## src/rtl/mem_dump_controller.sv

```systemverilog
// rtl/mem_dump_controller.sv - streams a range of data_memory words out of port B as LSB-first bytes
// A word is fetched in one cycle and then shifted out over a valid/ready byte interface.
module mem_dump_controller #(
  parameter  int DEPTH = 256,
  localparam int AW    = $clog2(DEPTH)
) (
  input  logic          clk_i,
  input  logic          rst_i,
  input  logic          start_i,
  input  logic          abort_i,
  input  logic [31:0]   start_addr_i,
  input  logic [AW:0]   word_count_i,
  output logic [31:0]   mem_addr_o,
  input  logic [31:0]   mem_data_i,
  output logic          tx_valid_o,
  output logic [7:0]    tx_data_o,
  input  logic          tx_ready_i,
  output logic          busy_o,
  output logic          done_o
);

  typedef enum logic [1:0] {S_IDLE, S_FETCH, S_SEND, S_DONE} state_t;

  localparam logic [AW:0] ONE_W = (AW+1)'(1);

  state_t        r_state;
  state_t        w_next;
  logic [AW-1:0] r_word_idx;
  logic [AW:0]   r_words_left;
  logic [31:0]   r_shreg;
  logic [1:0]    r_byte_cnt;

  logic w_xfer;
  logic w_last_byte;
  logic w_more;
  logic w_unused_addr;

  // tx_ready_i only steers next-state/datapath updates, never an output
  assign w_xfer        = (r_state == S_SEND) && tx_ready_i;
  assign w_last_byte   = w_xfer && (r_byte_cnt == 2'd3);
  assign w_more        = r_words_left > ONE_W;
  assign w_unused_addr = ^{start_addr_i[31:AW+2], start_addr_i[1:0]};

  always_ff @(posedge clk_i) begin
    if (rst_i) r_state <= S_IDLE;
    else       r_state <= w_next;
  end

  always_comb begin
    w_next = r_state;
    case (r_state)
      S_IDLE:  if (start_i) w_next = (word_count_i == '0) ? S_DONE : S_FETCH;
      S_FETCH: w_next = S_SEND;
      S_SEND:  if (w_last_byte) w_next = w_more ? S_FETCH : S_DONE;
      S_DONE:  w_next = S_IDLE;
      default: w_next = S_IDLE;
    endcase
    if (abort_i) w_next = S_IDLE;
  end

  always_ff @(posedge clk_i) begin
    if (rst_i) begin
      r_word_idx   <= '0;
      r_words_left <= '0;
      r_shreg      <= '0;
      r_byte_cnt   <= '0;
    end else if (!abort_i) begin
      case (r_state)
        S_IDLE: begin
          if (start_i && (word_count_i != '0)) begin
            r_word_idx   <= start_addr_i[AW+1:2];
            r_words_left <= word_count_i;
          end
        end
        S_FETCH: begin
          r_shreg    <= mem_data_i;
          r_byte_cnt <= 2'd0;
        end
        S_SEND: begin
          if (w_xfer) begin
            r_shreg    <= {8'h00, r_shreg[31:8]};
            r_byte_cnt <= r_byte_cnt + 2'd1;
            // word_idx wraps naturally at DEPTH because it is exactly AW bits
            if (w_last_byte && w_more) begin
              r_words_left <= r_words_left - ONE_W;
              r_word_idx   <= r_word_idx + AW'(1);
            end
          end
        end
        default: ;
      endcase
    end
  end

  assign mem_addr_o = {{(30-AW){1'b0}}, r_word_idx, 2'b00};
  assign tx_valid_o = (r_state == S_SEND);
  assign tx_data_o  = r_shreg[7:0];
  assign busy_o     = (r_state != S_IDLE);
  assign done_o     = (r_state == S_DONE);

endmodule

```

## config.mk

```make
export PLATFORM = sky130hd
export DESIGN_NAME = mem_dump_controller
export DESIGN_NICKNAME = d
export VERILOG_FILES = /design/src/rtl/mem_dump_controller.sv
export SDC_FILE = /design/constraint.sdc
export NUM_CORES = 1
export LEC_CHECK = 0
export BUFFER_PORTS_ARGS = -buffer_cell sky130_fd_sc_hd__buf_2
export CAP_MARGIN = 15
export CORE_MARGIN = 3
export CORE_UTILIZATION = 44
export DETAILED_ROUTE_END_ITERATION = 12
export PLACE_DENSITY = 0.76
export SLEW_MARGIN = 20
export SYNTH_ARGS = -nofsm -noshare
export SYNTH_HDL_FRONTEND = slang
export SYNTH_SLANG_ARGS = --single-unit
```

## constraint.sdc

```tcl
create_clock -name clk_i -period 1.7 [get_ports clk_i]
set_input_delay 0.51 -clock clk_i [delete_from_list [all_inputs] [get_ports clk_i]]
set_output_delay 0.51 -clock clk_i [all_outputs]
set_load 0.005 [all_outputs]
```

==> summary.txt, run 1 <==
Outcome
  • Outcome: finished with violations
  • Violated checks: negative setup slack

Run
  • Max cap viols: 0

Cells and area
  • Nets: 525
  • Layout cells sized above 1: 39.9%
  • Commonest non-fill, non-tap cell in the layout: buf_2
  • Fill count: ~560
  • Ant diodes: 0
  • Finished Cell Area: roughly 4000 um^2
  • Most frequent cells in the layout: 72 x buf_2, 48 x nor2_1, 47 x dfxtp_1
  • Area Growth Syn to Fin: 34.0%
  • Register area: about 1100 um^2
  • Multi-input gate area: 1910 um^2

Setup path
  • CP required: 1.91 ns
  • Worst-path fanout max: 3
  • Arrival time worst endpoint: 1.98 ns
  • Crit path kind: register to register
  • CP Capture Type: register
  • CP Launch Type: register

Clock tree
  • Clk sinks: 53
  • Clock Path Buffers: 2
  • TritonCTS Buffers: 5
  • CTS tree: done
  • Hold_buf cts: 0
  • CTS H-tree depth: 2
  • CTS root buf: clkbuf_8
  • Reg clk slew, reported paths: 0.11 ns
  • Clk_lat worst skew: approximately 0.32 ns

GRT
  • Largest net degree at the start of global routing: 56
  • Vias in the first global route: 2590
  • GRT Residual Overflow: 0
  • First-pass GRT wire length: approximately 12000 um
  • Total GRT Usage: 19.6%
  • Initial antenna violation count: 0

Timing
  • Final Max Tran Viols: 0
  • Max Clock Skew: between 0.007 and 0.008 ns
  • Highest clock rate: 567 MHz
  • RSZ-0062 raised after global routing: yes
  • Fin crit period: 1.77 ns
  • Fin crit share: 104%
  • Finish-stage setup viols: 10
  • Setup WS post-layout: -0.0652 ns
  • Total negative slack: -0.240 ns
  • Final Hold Viols: 0

Synthesis
  • Yosys cell types: 55
  • Register area share after synthesis: 34.9%
  • Cell count after synthesis: 348
  • Synth warn: 0
  • Yosys reg bits: 53
  • Most used DFF post-synth: dfxtp_1
  • Yosys top cell area share: 34.9%
  • Synthesized area: 3040 um^2
  • Largest area contributor in the netlist: dfxtp_1
  • Synth top area cells: dfxtp_1 35%, mux2i_1 8.9%, buf_4 8.1%
  • Fraction of registers with async set or reset after synthesis: 0%
  • Avg Cell Area, Syn: around 8.7 um^2
  • EDFF count, synth: 0

Floorplanning
  • Row cnt: 29
  • Die height: 89.2 um
  • Chip width: 89.2 um
  • Initial Util: 46.6%
  • CORE AREA: 6530 um^2
  • I/O Pins: 121
  • Die area: 7950 um^2

Pwr
  • Sequential Power Share: 48.6%
  • Switching part of the total: 31.0%
  • Int Power: approximately 2.0 mW
  • Gate power share: between 20% and 30%
  • Peak supply drop: 366 uV
  • Clock power share: 27.7%
  • Leak pwr: around 1.6 nW
  • Power Total: 2.84 mW
  • Pwr Density: 696 nW/um^2
  • NetSw: slightly below 0.9 mW

Routing
  • Drt drc: 0
  • First-pass DRT Iterations: 4
  • Iteration-0 DRC Markers: between 150 and 200
  • Final wirelength: roughly 8600 um
  • Wire per inst: 16.6 um
  • Final ANT Viol Nets: 0
  • Routed vias: 2944
  • Vias per cell: 5.68

Placement
  • IO buf count: 72
  • Post-DP HPWL: about 5700 um
  • DP Area: 3660 um^2
  • Gp weighted congestion: 0.928

Hold path
  • HP Class: input pin to register
## worst paths after layout
check,from,endpoint,slack (ns),depth (start not counted)
setup reg to reg,r_words_left[1]$_SDFFE_PP0P_,r_words_left[8]$_SDFFE_PP0P_,-0.07,5
setup / recovery,r_words_left[1]$_SDFFE_PP0P_,r_words_left[8]$_SDFFE_PP0P_,-0.07,5
hold reg to reg,r_byte_cnt[1]$_SDFFE_PP0P_,r_byte_cnt[1]$_SDFFE_PP0P_,0.47,2
hold / removal,abort_i,r_state[1]$_SDFFE_PP0P_,0.39,2
## repair_timing
action	CTS	global route
gates resized for setup	15	31
gates cloned	0	3
pin swaps	8	16
buffers inserted	4	3
hold endpoints to repair	0	0
endpoints found under the setup margin	18	31
## power by group through the flow
| stage | Combinational (mW) | Clock, mW | Sequential, mW |
|---|---|---|---|
| 2_1_floorplan | 0.378 | 0 | 1.39 |
| 3_3_place_gp | 0.560 | 0 | 1.40 |
| 3_5_place_dp | 0.573 | 0 | 1.40 |
| 4_1_cts | 0.598 | 0.800 | 1.37 |
| 5_1_grt | 0.737 | 0.846 | 1.39 |
| 6_report | 0.670 | 0.788 | 1.38 |
## layer usage
layer / wire length, um / vias to the layer above / part of all wire [%] / track usage (%)
li1: - / 1432 / - / -
met1: 3950 / 1401 / 46 / 27.7
met5: 0 / - / 0 / 0
met2: 4140 / 99 / 48 / 30.6
met4: 130 / 0 / 1.5 / 6.36
met3: 390 / 12 / 4.5 / 3.04
## logic make-up after synthesis
logic type / synth area share, %
other cells: 0.123
flops: 34.9
mux: 8.88
compound gates: 23.4
buf+inv: 12.7
fa+ha+maj: 2.88
simple gates: 17.1
## registers in the layout, summed over array words and instances, names as in the netlist
register	flops
r_shreg	32
r_words_left	9
r_word_idx	8
r_byte_cnt	2
r_state	2
## synthesized netlist by cell type (2+ instances only)
cell type and n:
ha_1 7, a41o_1 3, clkbuf_1 16, buf_4 33
a211oi_1 26, mux2i_1 27, nor2_1 49, nor3_1 5
dfxtp_1 53, a2bb2oi_1 2, nor2b_1 2, or4_1 2
a32o_1 5, a22oi_1 9, nor4_1 3, nand2_1 15
o311ai_0 2, o21ai_0 2, nor3b_1 3, inv_1 8
a21oi_1 9, buf_2 6, nand2b_1 3, o41ai_1 3
o32ai_1 3, a31oi_1 2, nor3_2 2, o2111a_1 2
nand3_1 7, o2111ai_1 4, nand4_1 5, o31ai_1 7
## metrics by stage
step / setup WS [ns] / hold slack, ns / utilization (%) / instances
4_1_cts: -0.0510 / 0.381 / 58.9 / 513
2_1_floorplan: -0.0190 / 0.436 / - / 371
6_report: -0.0652 / 0.390 / 62.5 / 518
3_5_place_dp: -0.114 / 0.454 / 56.1 / 502
3_3_place_gp: -0.0875 / 0.447 / 56.1 / 502
5_1_grt: -0.108 / 0.386 / 62.5 / 518
## critical path, stage by stage (launching register included)
cell	delay [ns]
dfxtp_2	0.36
inv_2	0.06
ha_1	0.22
o2111a_2	0.30
or4_1	0.50
a32o_1	0.23
## layout make-up
class | count | share of cell area, %
clock inverters | 3 | 0.706
flip-flops and latches | 53 | 26.3
well taps | 77 | 2.36
clock buffers | 5 | 1.69
repair buffers | 119 | 21.2
inverters | 9 | 0.890
multi-input cells | 252 | 46.8
(Power assumes the default switching activity.)
==> run 2, diff against run 1 <==
Settings changed: CORE_ASPECT_RATIO from default to 1.4.
==> summary.txt, run 2 (synthesized netlist as in run 1, its figures left out) <==
Timing
  • RSZ-0062 raised after global routing: yes (unchanged)
  • Finish-stage setup viols: 8 (was 10)
  • Total negative slack: -0.209 ns (was -0.240 ns)
  • Final Max Tran Viols: 0 (unchanged)
  • Setup WS post-layout: -0.0858 ns (was -0.0652 ns)
  • Fin crit share: 105% (was 104%)
  • Highest clock rate: 560 MHz (was 567 MHz)
  • Final Hold Viols: 0 (unchanged)
  • Fin crit period: 1.79 ns (was 1.77 ns)
  • Max Clock Skew: 0.00894 ns (was 0.00704 ns)

Floorplanning
  • Chip width: 76.3 um (was 89.2 um)
  • Initial Util: 45.7% (was 46.6%)
  • Die height: 104 um (was 89.2 um)
  • Die area: 7960 um^2 (was 7950 um^2)
  • I/O Pins: 121 (unchanged)
  • CORE AREA: 6660 um^2 (was 6530 um^2)
  • Row cnt: 35 (was 29)

Setup path
  • Crit path kind: register to register (unchanged)
  • Worst path slowest cell: or4_4 (was or4_1)
  • R2R cell count: 5 (unchanged)
  • CP Capture Type: register (unchanged)
  • Cell Chain, Critical Path: inv_2 > ha_1 > o2111a_2 > or4_4 > a32o_1 (was inv_2 > ha_1 > o2111a_2 > or4_1 > a32o_1)
  • Worst-path fanout max: 3 (unchanged)
  • CP required: 1.91 ns (about the same)
  • Arrival time worst endpoint: 1.99 ns (was 1.98 ns)
  • Max stage delay on crit path: 0.51 ns (was 0.50 ns)
  • CP Launch Type: register (unchanged)

Clock tree
  • Reg clk slew, reported paths: 0.10 ns (was 0.11 ns)
  • CTS root buf: clkbuf_8 (unchanged)
  • CTS H-tree depth: 2 (unchanged)
  • Clk_lat worst skew: 0.32 ns (about the same)
  • Clk sinks: 53 (unchanged)
  • CTS tree: done (unchanged)
  • Clock Path Buffers: 2 (unchanged)
  • TritonCTS Buffers: 5 (unchanged)

Hold path
  • Worst Hold Path Cells: 3 (was 2)
  • HP Class: input pin to register (unchanged)

Placement
  • Gp weighted congestion: 0.852 (was 0.928)
  • IO buf count: 72 (unchanged)
  • Post-DP HPWL: 5620 um (was 5710 um)

Cells and area
  • Reg with most FFs: r_shreg (unchanged)
  • Commonest non-fill, non-tap cell in the layout: buf_2 (unchanged)
  • Area Growth Syn to Fin: 35.6% (was 34.0%)
  • Ant diodes: 0 (unchanged)
  • Layout cells sized above 1: 40.4% (was 39.9%)
  • Largest registers: r_shreg: 32 flops, r_words_left: 9 flops, r_word_idx: 8 flops (unchanged)
  • Most frequent cells in the layout: 72 x buf_2, 49 x dfxtp_1, 48 x nor2_1 (was 72 x buf_2, 48 x nor2_1, 47 x dfxtp_1)
  • Max reg flops: 32 (unchanged)
  • Nets: 527 (was 525)

Routing
  • Drt drc: 0 (unchanged)
  • Final ANT Viol Nets: 0 (unchanged)
  • Routed vias: 2937 (was 2944)
  • Final wirelength: 8460 um (was 8610 um)
  • First-pass DRT Iterations: 4 (unchanged)
  • Wire per inst: 15.8 um (was 16.6 um)
  • Iteration-0 DRC Markers: 182 (was 168)
  • Vias per cell: 5.49 (was 5.68)

GRT
  • Initial antenna violation count: 0 (unchanged)
  • GRT Residual Overflow: 0 (unchanged)
  • Total GRT Usage: 18.8% (was 19.6%)
  • First-pass GRT wire length: 12400 um (about the same)
  • Largest net degree at the start of global routing: 56 (unchanged)
  • Vias in the first global route: 2725 (was 2590)

Run
  • Max cap viols: 0 (unchanged)

Outcome
  • Violated checks: negative setup slack (unchanged)
  • Outcome: finished with violations (unchanged)

Pwr
  • Leak pwr: 1.65 nW (about the same)
  • Power Total: 2.80 mW (was 2.84 mW)
  • Peak supply drop: 719 uV (was 366 uV)
  • Pwr Density: 679 nW/um^2 (was 696 nW/um^2)
-- run 2: path summary, 6_finish.rpt --
| path | startpoint | end | slack (ns) |
|---|---|---|---|
| worst max-delay path | r_words_left[1]$_SDFFE_PP0P_ | r_words_left[8]$_SDFFE_PP0P_ | -0.09 |
| worst min-delay path | mem_data_i[30] | r_shreg[30]$_SDFFE_PP0P_ | 0.45 |
| worst max register to register | r_words_left[1]$_SDFFE_PP0P_ | r_words_left[8]$_SDFFE_PP0P_ | -0.09 |
| worst min register to register | r_byte_cnt[1]$_SDFFE_PP0P_ | r_byte_cnt[1]$_SDFFE_PP0P_ | 0.48 |
-- run 2: layout make-up --
class | instances | area [um^2]
repair buffers | 121 | 892
well taps | 92 | 115
multi-input cells | 252 | 1930
inverters | 9 | 38.8
clock inverters | 2 | 13.8
flip-flops and latches | 53 | 1070
clock buffers | 6 | 72.6
fillers | 593 | 2530
-- run 2: report_power, final --
part	leakage, nW	internal, mW	total (mW)	switching, mW
clock	0.0456	0.295	0.725	0.430
combinational	1.17	0.357	0.703	0.345
sequential	0.434	1.31	1.37	0.0607
total	1.65	1.96	2.80	0.836
-- run 2: stage by stage --
step	cells	cell area (um^2)	util (%)	hold WS (ns)	setup WS, ns
floorplan	371	3190	-	0.436	-0.0190
global placement	520	3660	55.1	0.445	-0.0820
detailed placement	520	3660	55.1	0.453	-0.176
CTS	528	3820	57.3	0.451	-0.0710
global route	535	4130	62.0	0.454	-0.137
finish	535	4130	62.0	0.449	-0.0858
-- run 2: critical path: cells and delay by family, from the launching register on --
kind | cells | cell delay (ns)
fa+ha+maj | 1 | 0.21
compound gates | 2 | 0.54
flops | 1 | 0.35
simple gates | 1 | 0.51
buf+inv | 1 | 0.06
-- run 2: layer usage --
| layer | GRT usage (%) | wire, um | up-vias |
|---|---|---|---|
| met3 | 3.81 | 471 | 11 |
| li1 | - | - | 1432 |
| met4 | 6.74 | 141 | 0 |
| met2 | 33.1 | 4500 | 105 |
| met1 | 22.3 | 3350 | 1389 |
| met5 | 0 | 0 | - |
-- run 2: repair_timing --
action | 4_1_cts | 5_1_grt
pin swaps | 5 | 25
resized for setup | 15 | 35
hold buffers | 0 | 0
gates cloned | 0 | 5
buffers inserted | 0 | 2
endpoints found under the setup margin | 16 | 38
